`src/rtl/serial_adder.sv`:
```
// Bit-serial adder/subtractor: one full-adder slice and a registered carry,
// operands consumed LSB-first under a start/busy/done handshake.
module serial_adder #(
  parameter int WIDTH = 8
) (
  input  logic             clk,
  input  logic             rst,
  input  logic             start,
  input  logic             sub,
  input  logic [WIDTH-1:0] a,
  input  logic [WIDTH-1:0] b,
  input  logic             cin,
  output logic             busy,
  output logic             done,
  output logic [WIDTH-1:0] sum,
  output logic             cout,
  output logic             overflow
);

  localparam int CW = (WIDTH > 2) ? $clog2(WIDTH) : 1;
  localparam logic [CW-1:0] LAST_BIT = CW'(WIDTH - 1);

  typedef enum logic [1:0] {
    IDLE = 2'd0,
    RUN  = 2'd1,
    DONE = 2'd2
  } state_t;

  state_t           state_q, state_d;
  logic [WIDTH-1:0] a_sh_q, a_sh_d;
  logic [WIDTH-1:0] b_sh_q, b_sh_d;
  logic [WIDTH-1:0] res_q, res_d;
  logic             carry_q, carry_d;
  logic [CW-1:0]    cnt_q, cnt_d;
  logic [WIDTH-1:0] sum_q, sum_d;
  logic             cout_q, cout_d;
  logic             ovf_q, ovf_d;

  logic             s_bit;
  logic             c_bit;
  logic             last_bit;

  always_ff @(posedge clk or posedge rst) begin
    if (rst) begin
      state_q <= IDLE;
      a_sh_q  <= '0;
      b_sh_q  <= '0;
      res_q   <= '0;
      carry_q <= 1'b0;
      cnt_q   <= '0;
      sum_q   <= '0;
      cout_q  <= 1'b0;
      ovf_q   <= 1'b0;
    end else begin
      state_q <= state_d;
      a_sh_q  <= a_sh_d;
      b_sh_q  <= b_sh_d;
      res_q   <= res_d;
      carry_q <= carry_d;
      cnt_q   <= cnt_d;
      sum_q   <= sum_d;
      cout_q  <= cout_d;
      ovf_q   <= ovf_d;
    end
  end

  assign last_bit = (cnt_q == LAST_BIT);

  always_comb begin
    state_d = state_q;
    case (state_q)
      IDLE:    if (start) state_d = RUN;
      RUN:     if (last_bit) state_d = DONE;
      DONE:    state_d = IDLE;
      default: state_d = IDLE;
    endcase
  end

  always_comb begin
    s_bit   = a_sh_q[0] ^ b_sh_q[0] ^ carry_q;
    c_bit   = (a_sh_q[0] & b_sh_q[0]) | (a_sh_q[0] & carry_q) | (b_sh_q[0] & carry_q);
    a_sh_d  = a_sh_q;
    b_sh_d  = b_sh_q;
    res_d   = res_q;
    carry_d = carry_q;
    cnt_d   = cnt_q;
    sum_d   = sum_q;
    cout_d  = cout_q;
    ovf_d   = ovf_q;
    case (state_q)
      IDLE: begin
        if (start) begin
          a_sh_d  = a;
          b_sh_d  = sub ? ~b : b;
          carry_d = cin ^ sub;
          cnt_d   = '0;
        end
      end
      RUN: begin
        a_sh_d  = a_sh_q >> 1;
        b_sh_d  = b_sh_q >> 1;
        res_d   = {s_bit, res_q[WIDTH-1:1]};
        carry_d = c_bit;
        if (last_bit) begin
          // carry_q here is still the carry into the MSB, so overflow is formed directly
          sum_d  = {s_bit, res_q[WIDTH-1:1]};
          cout_d = c_bit;
          ovf_d  = carry_q ^ c_bit;
        end else begin
          cnt_d = cnt_q + CW'(1);
        end
      end
      default: ;
    endcase
  end

  always_comb begin
    busy = (state_q == RUN);
    done = (state_q == DONE);
  end

  assign sum      = sum_q;
  assign cout     = cout_q;
  assign overflow = ovf_q;

endmodule
```
`config.mk`:
```
export PLATFORM = sky130hd
export DESIGN_NAME = serial_adder
export DESIGN_NICKNAME = d
export VERILOG_FILES = /design/src/rtl/serial_adder.sv
export SDC_FILE = /design/constraint.sdc
export NUM_CORES = 1
export LEC_CHECK = 0
export BUFFER_PORTS_ARGS = -buffer_cell sky130_fd_sc_hd__buf_2
export CORE_UTILIZATION = 50
export CTS_CLUSTER_SIZE = 10
export DETAILED_ROUTE_END_ITERATION = 12
export GPL_TIMING_DRIVEN = 0
export PLACE_DENSITY = 0.74
export SYNTH_ARGS = -nofsm -noshare
export SYNTH_HDL_FRONTEND = slang
export SYNTH_SLANG_ARGS = --single-unit
```
`constraint.sdc`:
```
create_clock -name clk -period 2.1 [get_ports clk]
set_input_delay 0.315 -clock clk [delete_from_list [all_inputs] [get_ports clk]]
set_output_delay 0.315 -clock clk [all_outputs]
set_load 0.02 [all_outputs]
```
==> summary by stage <==
Outcome
The run finished with clean final reports.

Timing
The smallest setup slack after layout is 190 ps. Setup violations remaining at the end of the flow were counted as 0. The final hold slack is 162 ps. The final-report max-slew violation count is 0. In the final timing run, aggregate negative setup slack is 0 ps.

The worst slew margin relative to its limit is 47.9%. The worst clock skew is 9.07 ps. The actual slew at the worst max-slew pin is 780 ps. Subtracting the final worst setup slack from the clock period gives 1910 ps. The total count of hold-check failures in the final report came to 0. Setup repair after global routing left no endpoint under its margin. The maximum clock frequency is 524 MHz. The final cycle utilization of the critical path is 91.0%.

Critical path
The critical path class is reg2out. The biggest cell delay along the critical path is 450 ps. The end of the worst register-to-register path is sum[0]$_DFFE_PP0P_. STA classifies the critical path endpoint as an output port. The worst register-to-register path has a setup slack of 290 ps. The arrival time reported for the critical path endpoint is 1590 ps. In this run the worst path has a maximum fanout of 10. The data required time at the worst endpoint is 1780 ps. Among all stages on the critical path, the largest delay is contributed by dfrtp_1. The signal on the critical path passes through buf_2 > buf_2 > nor2b_1 > buf_2.

The number of cell instances on the worst register-to-register path is 5. The type of element launching the critical path is a flop. The reg-to-reg startpoint is cnt_q[0]$_DFFE_PP0P_. The cell that appears most often on the critical path is buf_2.

CTS
Counting the buffers created by CTS gives 5. After clock tree synthesis, the clock-pin slew on the worst setup and hold paths is 70 ps. The H-tree was split into 2 levels. Post-CTS timing repair inserted 0 buffers for setup. TritonCTS built the clock tree. The root cell of the clock tree is clkbuf_8. The largest buffer count on any clock path is 2. CTS saw 39 sinks. The number of hold buffers added after CTS is 0. Post-CTS repair changed the size of 0 cells. The later pin in the worst-skew pair is clocked with a latency of 300 ps.

Routing
The total number of vias is 1385. The detail-routed net length per standard cell is 15.0 um. The number of vias per cell is 5.56. Once detail routing completed, the nets flagged for antenna violations numbered 0. The final wirelength is 3720 um. The detailed-routing iteration count for the pre-antenna-repair pass is 4. The first routing iteration left 60 violations. After detailed routing, the number of remaining DRC violations is 0.

Synth
The summed instance area of the synthesized netlist is 1900 sq um. The synthesized design contains 39 register bits. Synthesis handed over a netlist of 162 instances.

The dominant cell type by area after synthesis is dfrtp_1. The most used flip-flop cell after synthesis is dfrtp_1. The mean instance size in the synthesized netlist is 11.7 sq um.

Sequential cells were found to cover 51.3% of the synthesized design area. The share of flip-flops with an asynchronous set or reset after synthesis is 100%. Ranked by total cell area, the synthesized netlist is headed by dfrtp_1 (51%), mux2_2 (10%), a221o_2 (4.1%), xnor2_1 (4.1%), nor2b_1 (3.9%).

Yosys mapped a number of flops with a built-in enable equal to 0. The count of synthesis-stage warnings from yosys is 0. The netlist uses 26 different library cells. When the netlist entered floorplanning its net count stood at 186. The area share of the leading cell type in the synthesized netlist is 51.3%.

Worst hold path
The tightest min-delay check is of the in2async type.

Cells and area
Leaving out fill and tap cells, the most frequent cells in the layout are dfrtp_1 (39), buf_2 (37), mux2_2 (17). Fill cells in the final layout number 319. The repair_antennas step left the layout with diodes totalling 0. The final design utilization is 61.5%.

Leaving out fill and tap cells, the most frequent cell in the layout is dfrtp_1. The fraction of layout cells with a size suffix above 1 is 36.8%. The area growth from synthesis to final layout is 18.3%. The count of nets after finishing is 224.

Global routing
The number of antenna violations at the first check in global routing is 0. The remaining global-route overflow is 0. Entering global routing, the biggest net connects 40 pins.

The number of global-route vias before repair came to 1430. The wire length of the first global-routing pass is 6480 um. The global-route total usage across every layer is 21.1%.

Power
Of the total power, registers draw 39.8%. IR analysis of the VDD net gives a maximum drop of 0.000616 V. In this run switching power makes up 33.2% of total power. The internal power of the cells totals 2.12 mW. Per report_power, the combinational group accounts for 37.0% of the total. In this run the power spent charging and discharging nets is 1.05 mW. The leakage power total is 1.05 nW. For this design the ratio of total power to cell area is 1410 nW/um^2. Total power for the finished layout comes to 3.17 mW.

The clock network burns 23.1% of the power.

Place
The post-detailed-placement half-perimeter wirelength is 2650 um. Prior to clock tree synthesis, the placed netlist has a worst setup slack of 313 ps. The final weighted congestion of routability-driven global placement is 0.760. Port buffering added 31 buffers.

Job
The max-capacitance violation count is 0.

Floorplan
The placeable core region is 3660 sq um. The die extent in x is 63.7 um. The die covers 4060 sq um. The initial core utilization is 52.0%. The vertical extent of the die is 63.7 um. The top-level I/O count is 33.

The row count is 22.
==> state kept, by name (all words and copies together), names as in the netlist <==
signal / count
overflow: 1
res_q: 7
carry_q: 1
sum: 8
a_sh_q: 8
cnt_q: 3
state_q: 2
cout: 1
b_sh_q: 8
==> worst max-delay path, delay by kind of cell, from the launching register on <==
family                 cells  cell delay (ps)
buffers and inverters      3              700
flip-flops                 1              450
AND/OR/NAND/NOR            1              150
==> synth_stat cells, types with 2 or more instances <==
cell type,count
mux2_2,17
a22o_1,5
ha_1,2
buf_6,2
nor2_1,2
buf_2,6
nand2_1,3
nor2b_1,12
o32ai_1,8
dfrtp_1,39
xnor2_1,9
a22oi_1,7
buf_4,2
inv_1,11
o21ai_0,10
a221o_2,7
clkbuf_1,3
a21oi_1,9
==> per-layer routing <==
layer	wire length, um	GRT usage (%)
met1	1710	26.8
met2	1820	33.9
met3	143	6.16
met4	55	7.95
met5	0	0
==> power groups by stage <==
stage	combinational, mW	sequential, mW	clock [mW]
6_report	1.18	1.26	0.734
4_1_cts	1.19	1.26	0.739
2_1_floorplan	0.801	1.32	0
3_3_place_gp	1.12	1.25	0
5_1_grt	1.29	1.31	0.769
3_5_place_dp	1.18	1.28	0
==> layout make-up <==
cell class	count	area [sq um]	area share, %
multi-input cells	98	802	35.6
plain buffers	14	83.8	3.72
clock buffers	6	72.6	3.22
clock inverters	2	60.1	2.67
well taps	48	60.1	2.67
repair buffers	31	155	6.89
flip-flops and latches	39	976	43.4
inverters	11	41.3	1.83
==> worst max path at each step <==
stage | startpoint | end | slack [ps] | depth (start not counted)
global placement | cnt_q[0]$_DFFE_PP0P_ | sum[0]$_DFFE_PP0P_ | 370 | 5
CTS | state_q[1]$_DFFE_PP0P_ | done | 200 | 4
finish | state_q[1]$_DFFE_PP0P_ | done | 190 | 4
detailed placement | cnt_q[0]$_DFFE_PP0P_ | sum[0]$_DFFE_PP0P_ | 310 | 5
floorplan | cnt_q[0]$_DFFE_PP0P_ | cout$_DFFE_PP0P_ | 500 | 5
global route | state_q[1]$_DFFE_PP0P_ | done | 100 | 4
==> per-stage QoR <==
| stage | std cells | instance area (sq um) |
|---|---|---|
| after detailed placement | 241 | 2120 |
| after global routing | 249 | 2250 |
| after global placement | 241 | 2120 |
| after floorplan | 162 | 1900 |
| after CTS | 249 | 2250 |
| final | 249 | 2250 |
==> logic make-up after synthesis <==
kind of cell | share of synthesized area, %
AO/OA/AOI/OAI | 18.8
flip-flops | 51.3
buffers and inverters | 6.57
AND/OR/NAND/NOR | 5.79
multiplexers | 10.6
XOR/XNOR | 4.60
adder cells (fa/ha/maj) | 2.37
Note: power is estimated with default switching activity, not from simulation.
